$ cat src/rtl/ntt_issue_ctrl_pkg.sv
// Shared constants, state type and funct7 decode for the polynomial-accelerator issue controller.
package ntt_issue_ctrl_pkg;

    localparam logic [2:0] ACC_SIZE      = 3'd7;

    localparam logic [6:0] FUNCT7_NTT    = 7'b0000011;
    localparam logic [6:0] FUNCT7_INVNTT = 7'b0000100;
    localparam logic [6:0] FUNCT7_PWAM   = 7'b0000111;
    localparam logic [6:0] FUNCT7_LPWAM  = 7'b0000101;

    localparam logic [1:0] ACC_MODE_NTT    = 2'd0;
    localparam logic [1:0] ACC_MODE_INVNTT = 2'd1;
    localparam logic [1:0] ACC_MODE_PWAM   = 2'd2;
    localparam logic [1:0] ACC_MODE_LPWAM  = 2'd3;

    typedef enum logic [1:0] {
        ST_IDLE  = 2'd0,
        ST_ISSUE = 2'd1,
        ST_WAIT  = 2'd2,
        ST_DONE  = 2'd3
    } state_e;

    typedef struct packed {
        logic       known;
        logic [1:0] mode;
    } op_dec_t;

    function automatic op_dec_t decode_funct7(input logic [6:0] f7);
        op_dec_t d;
        d.known = 1'b1;
        d.mode  = ACC_MODE_NTT;
        case (f7)
            FUNCT7_NTT:    d.mode = ACC_MODE_NTT;
            FUNCT7_INVNTT: d.mode = ACC_MODE_INVNTT;
            FUNCT7_PWAM:   d.mode = ACC_MODE_PWAM;
            FUNCT7_LPWAM:  d.mode = ACC_MODE_LPWAM;
            default:       d.known = 1'b0;
        endcase
        return d;
    endfunction

endpackage

$ cat src/rtl/ntt_issue_ctrl_acc_timeout_ctr.sv
// WAIT-state cycle counter; expired is high while the count sits at TIMEOUT_CYC-1.
module acc_timeout_ctr #(
    parameter int unsigned TIMEOUT_CYC = 4096
) (
    input  logic clk,
    input  logic rst,
    input  logic clear,
    input  logic enable,
    output logic expired
);

    localparam int unsigned CW = (TIMEOUT_CYC > 2) ? $clog2(TIMEOUT_CYC) : 1;

    logic [CW-1:0] cnt_q;

    assign expired = (cnt_q == CW'(TIMEOUT_CYC - 1));

    // Saturate at the terminal count so a stalled FSM can never see a wrapped value.
    always_ff @(posedge clk or posedge rst) begin
        if (rst) begin
            cnt_q <= '0;
        end else if (clear) begin
            cnt_q <= '0;
        end else if (enable && !expired) begin
            cnt_q <= cnt_q + 1'b1;
        end
    end

endmodule

$ cat src/rtl/ntt_issue_ctrl.sv
// Issue controller: launches the polynomial accelerator for size==7 ops, stalls the pipeline
// until completion, retires with a one-cycle op_done and raises a sticky err on misalignment/timeout.
module ntt_issue_ctrl
    import ntt_issue_ctrl_pkg::*;
#(
    parameter int unsigned ADDR_W      = 32,
    parameter int unsigned TIMEOUT_CYC = 4096
) (
    input  logic              clk,
    input  logic              rst,
    input  logic              dec_valid,
    input  logic [2:0]        dec_size,
    input  logic [6:0]        dec_funct7,
    input  logic              dec_ntt_md,
    input  logic [63:0]       rs1_val,
    input  logic              flush,
    input  logic              acc_busy,
    input  logic              acc_done,
    output logic              acc_start,
    output logic [1:0]        acc_mode,
    output logic [ADDR_W-1:0] acc_addr,
    output logic              stall,
    output logic              op_done,
    output logic              err,
    input  logic              err_clr
);

    state_e              state_q;
    logic [1:0]          mode_q;
    logic [ADDR_W-1:0]   addr_q;
    logic                err_q;

    op_dec_t             op_dec;
    logic                is_acc;
    logic                misaligned;
    logic                issue_fire;
    logic                timeout_hit;
    logic                err_set;

    // Direction is already implied by funct7; the upper rs1 bits are beyond the address space.
    logic                unused_inputs;
    assign unused_inputs = ^{dec_ntt_md, rs1_val};

    assign op_dec     = decode_funct7(dec_funct7);
    assign is_acc     = dec_valid && (dec_size == ACC_SIZE) && op_dec.known && !flush;
    assign misaligned = (rs1_val[2:0] != 3'b000);
    assign issue_fire = (state_q == ST_ISSUE) && !acc_busy;

    assign err_set = ((state_q == ST_IDLE) && is_acc && misaligned)
                   || ((state_q == ST_WAIT) && !acc_done && timeout_hit);

    acc_timeout_ctr #(
        .TIMEOUT_CYC (TIMEOUT_CYC)
    ) u_timeout (
        .clk     (clk),
        .rst     (rst),
        .clear   (issue_fire),
        .enable  (state_q == ST_WAIT),
        .expired (timeout_hit)
    );

    always_ff @(posedge clk or posedge rst) begin
        if (rst) begin
            state_q <= ST_IDLE;
            mode_q  <= ACC_MODE_NTT;
            addr_q  <= '0;
            err_q   <= 1'b0;
        end else begin
            case (state_q)
                ST_IDLE: begin
                    if (is_acc) begin
                        mode_q  <= op_dec.mode;
                        addr_q  <= rs1_val[ADDR_W-1:0];
                        state_q <= misaligned ? ST_DONE : ST_ISSUE;
                    end
                end
                ST_ISSUE: begin
                    if (!acc_busy) state_q <= ST_WAIT;
                end
                ST_WAIT: begin
                    if (acc_done || timeout_hit) state_q <= ST_DONE;
                end
                ST_DONE: begin
                    state_q <= ST_IDLE;
                end
                default: begin
                    state_q <= ST_IDLE;
                end
            endcase

            if (err_set) begin
                err_q <= 1'b1;
            end else if (err_clr) begin
                err_q <= 1'b0;
            end
        end
    end

    // Strobes decode straight from the reset-cleared state register so reset drops them at once.
    assign acc_start = issue_fire;
    assign op_done   = (state_q == ST_DONE);
    assign stall     = ((state_q == ST_IDLE) && is_acc)
                     || (state_q == ST_ISSUE) || (state_q == ST_WAIT);
    assign acc_mode  = mode_q;
    assign acc_addr  = addr_q;
    assign err       = err_q;

endmodule

$ cat config.mk
export PLATFORM = sky130hd
export DESIGN_NAME = ntt_issue_ctrl
export DESIGN_NICKNAME = d
export VERILOG_FILES = /design/src/rtl/ntt_issue_ctrl_pkg.sv /design/src/rtl/ntt_issue_ctrl_acc_timeout_ctr.sv /design/src/rtl/ntt_issue_ctrl.sv
export SDC_FILE = /design/constraint.sdc
export NUM_CORES = 1
export LEC_CHECK = 0
export CAP_MARGIN = 25
export CORE_MARGIN = 2
export CORE_UTILIZATION = 40
export DETAILED_ROUTE_END_ITERATION = 6
export GPL_TIMING_DRIVEN = 1
export PLACE_DENSITY = 0.84
export SYNTH_ARGS = -nofsm -noshare
export SYNTH_HDL_FRONTEND = slang
export SYNTH_SLANG_ARGS = --single-unit
$ cat constraint.sdc
create_clock -name clk -period 1.84 [get_ports clk]
set_input_delay 0.184 -clock clk [delete_from_list [all_inputs] [get_ports clk]]
set_output_delay 0.184 -clock clk [all_outputs]
set_load 0.01 [all_outputs]
# == After elaboration in Yosys (flattened, before gate mapping) ==
# Cells that the tools add are included.
# classes
addsub,1
eq_ne,12
muxes,11
reduce_logical,24
# ops
op,n
12-bit 2-to-1 mux,2
"7-bit by 3-bit == test with 1-bit output, second input constant",3
"12-bit by 1-bit adder with 12-bit output, second input constant",1
"12-bit == test, second input constant",1
1-bit logical AND,9
2-bit 2-to-1 mux,4
2-bit one-hot mux with 4 select lines,1
"7-bit by 2-bit == test with 1-bit output, second input constant",1
"2-bit inequality test, second input constant",3
2-bit one-hot mux with 3 select lines,1
"2-bit == test, second input constant",2
1-bit logical NOT,4
1-bit logical OR,4
2-bit nonzero test,2
4-bit OR reduction,1
"3-bit == test, second input constant",1
1-bit 2-to-1 mux,3
3-bit AND reduction,1
3-bit nonzero test,1
"2-bit by 1-bit == test with 1-bit output, second input constant",1
2-bit logical NOT,1
2-bit AND reduction,1
# word_totals
regBits,49
input_bits,82

# == Longest topological paths before layout ==
# logic_depth
depth_word,9
ltp_mapped,6

# == Modules after synthesis ==
# A second synthesis with hierarchy kept.
# unflattened
cells_unflattened,186
area_unflattened_um2,2311.0
# by_module_without_submodules
mod,instances,cells_per_inst,area_each_um2,seq_area_each_um2
ntt_issue_ctrl,1,112,1600.3,925.9
acc_timeout_ctr,1,74,710.7,300.3

# == Worst setup path after synthesis ==
# OpenSTA, ideal clock, no wires.
# synth_timing
path_kind,register to register
from,register state_q[0]
to,register u_timeout.cnt_q[11]
arrival_time_ps,1511
required_ps,1715
path_slack_ps,205
stages_incl_launch_ff,7
synth_period_minus_slack_ps,1635
path_cell_list,dfrtp_1 inv_1 ha_1 and4_1 o211a_1 nand4_1 mux2_2
# synth_via
elab_chain_len,3
word_cells_on_any_way,6
classes_between,eq/ne (2); mux (1); reduce/logical (3)
# synth_rtl
element,line,text
start: declaration,ntt_issue_ctrl.sv:28,state_e state_q;
start signal: assignment,ntt_issue_ctrl.sv:74,state_q <= misaligned ? ST_DONE : ST_ISSUE;
2-bit by 1-bit == test with 1-bit output / 2-bit == test (equally long branches),"ntt_issue_ctrl.sv:47, ntt_issue_ctrl.sv:58",
1-bit logical AND (on tied branches),"ntt_issue_ctrl.sv:47, ntt_issue_ctrl_acc_timeout_ctr.sv:24",
12-bit 2-to-1 mux / 2-bit nonzero test (equally long branches),n/a,
end signal: assignment,ntt_issue_ctrl_acc_timeout_ctr.sv:25,cnt_q <= cnt_q + 1'b1;
end: declaration,ntt_issue_ctrl_acc_timeout_ctr.sv:14,logic [CW-1:0] cnt_q;
# Parallel ways exist; a longest one is shown, timed or not.
# A chain may end at the register's enable or synchronous reset.

# == Final worst setup path ==
# layout_timing
from,input port dec_funct7[4]
to,output port stall
# layout_via
elab_chain_len,8
word_cells_on_any_way,11
classes_between,eq/ne (4); mux (1); reduce/logical (6)
# layout_rtl
element,line,text
start: declaration,ntt_issue_ctrl.sv:13,"input logic [6:0] dec_funct7,"
7-bit by 3-bit == test with 1-bit output / 7-bit by 2-bit == test with 1-bit output (equally long branches),ntt_issue_ctrl_pkg.sv:32,case (f7)
4-bit OR reduction (no line) (*),n/a,
1-bit 2-to-1 mux (*),ntt_issue_ctrl_pkg.sv:32,
1-bit logical AND (*) (2 in a row),ntt_issue_ctrl.sv:45,assign is_acc = dec_valid && (dec_size == ACC_SIZE) && op_dec.known && !flush;
1-bit logical AND (*),ntt_issue_ctrl.sv:102,assign stall = ((state_q == ST_IDLE) && is_acc)
1-bit logical OR (*) (2 in a row),ntt_issue_ctrl.sv:103,|| (state_q == ST_ISSUE) || (state_q == ST_WAIT);
end: declaration,ntt_issue_ctrl.sv:22,"output logic stall,"
# Mark *: on every way between the ends. The rest lies on a longest branch, timed or not.

==> flow_summary.ini <==
[run_status]
status = finished clean

[critical_path]
startpoint_type = primary input
worstPathMaxFanout = 2
worstPathArrival_ns = 1.56
crit_type = in2out
r2r_cells = 6
cp-end-kind = output pin
worstPathRequired_ns = 1.66

[sta]
finalHoldViolCount = 0
fmax_ghz = 0.572
min_period_over_period_pct = 95.0
tightest_slew_ns = 0.432
fin_worst_skew_ns = 0.00706
setup_viol = 0
period_needed_ns = 1.75
final.setup.tns_ns = 0
finalMaxSlewViolations = 0
relSlewSlack_pct = 70.8

[placement]
globalplace.congestion = 0.773
dp_hpwl_mm = 3.69
io_buffers = 86

[clock_tree]
htreeDepth = 2
cts_made_buffers = 5
cts_hold_buf = 0
cts_tree = yes
root_buffer = clkbuf_8
insertion_delay_ns = 0.30
cts_sinks = 49
clockBufferDepth = 2
clkTransAtPathRegs_ns = 0.09

[power_and_ir_drop]
total_leakage_power_nw = 1.68
powerDensity_mw_per_mm2 = 825
irDropWorstVdd_v = 0.000572
power.total_mw = 2.89

[yosys]
syn_avg_cell_area_um2 = 13.6
ys_warn_count = 0
ys_types = 39
mappedNetlistArea_mm2 = 0.00235
syn_inst = 173
ys_seq_area_share_pct = 52.1
ys_ff_latch = 49
syn_nets = 260

[final_layout]
final_util_pct = 62.6
regArea_mm2 = 0.00123
num_antenna_cells = 0
nNetsFinal = 358
syn2layout_area_growth_pct = 49.1
drive_above_1_share_pct = 23.2
multiInputGateArea_mm2 = 0.00108
num-fill-cells = 451

[die]
chipWidth_um = 80.7
core_area_mm2 = 0.00561
initial_core_util_pct = 41.9
die_area_mm2 = 0.00651
ios = 120
fp.dieH_um = 80.7
rows = 27

[global_routing]
grt_pass1_wl_mm = 8.01
gr-total-overflow = 0
antenna_found_initial = 0
grt_max_degree = 50
grt_usage_pct = 15.9
grt_pass1_vias = 1756

[drt]
vias = 1758
route.detailed.drc = 0
wirelength_mm = 5.16
drtPass1Iterations = 4
via_per_inst = 5.11
drtIter0Drc = 78
routedWlPerCell_um = 15.0
ant_nets = 0

[flow_run]
drv_cap = 0

[worst_hold_path]
min_path_type = in2async
-- metal layers --
layer	routed length [um]	track usage, %	vias up
met4	54	4.58	0
li1	-	-	823
met2	2480	27.3	75
met5	0	0	-
met1	2180	18.9	852
met3	445	5.39	8
-- sequential cells by signal (all words and copies together), names as in the netlist --
name	count
acc_mode	2
acc_addr	32
u_timeout.cnt_q	12
state_q	2
err	1
-- kinds of logic after synthesis --
kind of cell / share of synthesized area [%]
AOI/OAI and AO/OA: 6.54
xor gates and xnor gates: 1.86
adders and majority gates: 2.66
buffers and inverters: 2.55
DFF: 52.1
muxes: 22.5
and+or+nand+nor: 11.8
-- cells in the final DEF, fill, tap and decap left out, drive strengths merged, types with 3 or more instances in the layout --
master,count
clkdlybuf4s50,82
dfrtp,49
mux2,35
nor2,13
buf,9
nand2,8
clkbuf,6
inv,6
a21oi,5
ha,5
nand3,4
xor2,4
nand4,3
mux2i,3
and3,3
o21ai,3
o41ai,3
nor4,3
-- where the power goes --
group	leakage, nW	total [mW]	switching [mW]	internal, mW
sequential	0.672	1.31	0.113	1.19
combinational	0.951	0.794	0.365	0.429
clock	0.0574	0.793	0.351	0.442
-- area by class of cell --
class                      count  share of cell area [%]
multi-input combinational    114                    30.8
inverter                       6                   0.642
tap                           72                    2.57
clock inverter                 2                    1.07
sequential                    49                    35.0
clock buffer                   6                    2.35
timing repair buffer          95                    27.6
-- critical path, cell delays in order --
cell             delay (ns)
clkdlybuf4s50_1        0.44
nor4_4                 0.25
nor4b_4                0.32
nand2_4                0.09
nand2_1                0.07
clkdlybuf4s15_2        0.22
-- per-stage QoR --
step           cell area, um2  hold WS, ns  std cells  worst slack [ns]
5_1_grt                  3510        0.280        344          -0.00169
3_5_place_dp             3340        0.492        333            -0.318
4_1_cts                  3460        0.234        342            0.0329
3_3_place_gp             3340        0.486        333            -0.277
6_report                 3510        0.220        344            0.0911
2_1_floorplan            2350        0.328        173             0.205
-- cells in the mapped netlist, drive strengths merged --
master / count / area, um2
xor2: 4 / 35.0
inv: 6 / 22.5
buf: 3 / 33.8
o21ai: 3 / 15.0
nor4: 3 / 33.8
nand3: 4 / 20.0
and4: 2 / 17.5
o221a: 1 / 11.3
mux2i: 3 / 30.0
mux2: 35 / 499
o221ai: 1 / 8.76
nor2: 13 / 48.8
nor2b: 2 / 12.5
nor4b: 1 / 23.8
a21bo: 1 / 10.0
or3: 1 / 6.26
o211a: 1 / 10.0
nand2: 8 / 37.5
and3: 3 / 18.8
o41ai: 3 / 33.8
xnor2: 1 / 8.76
dfrtp: 49 / 1230
nand4: 3 / 18.8
nor3: 2 / 10.0
nand2b: 1 / 6.26
o22a: 1 / 8.76
a21oi: 5 / 25.0
or4: 2 / 15.0
clkbuf: 1 / 3.75
o311ai: 1 / 8.76
a2bb2oi: 1 / 8.76
a31oi: 1 / 6.26
ha: 5 / 62.6
nand3b: 1 / 7.51
o211ai: 1 / 7.51
-- path summary, 6_finish.rpt --
check                               from                  end  slack (ns)
max                        dec_funct7[4]                stall        0.09
min                                  rst  u_timeout.cnt_q[10]        0.22
max reg2reg                   state_q[0]          acc_addr[5]        0.13
min reg2reg                  acc_addr[9]          acc_addr[9]        0.51
max in group asynchronous            rst         acc_addr[30]        1.39
min in group clk              rs1_val[8]          acc_addr[8]        0.49
-- what timing repair did --
item | CTS | global route
gates resized for setup | 6 | 3
buffers inserted | 1 | 2
setup endpoints to repair | 2 | 4
pin swaps | 1 | 2
(Power assumes the default switching activity.)
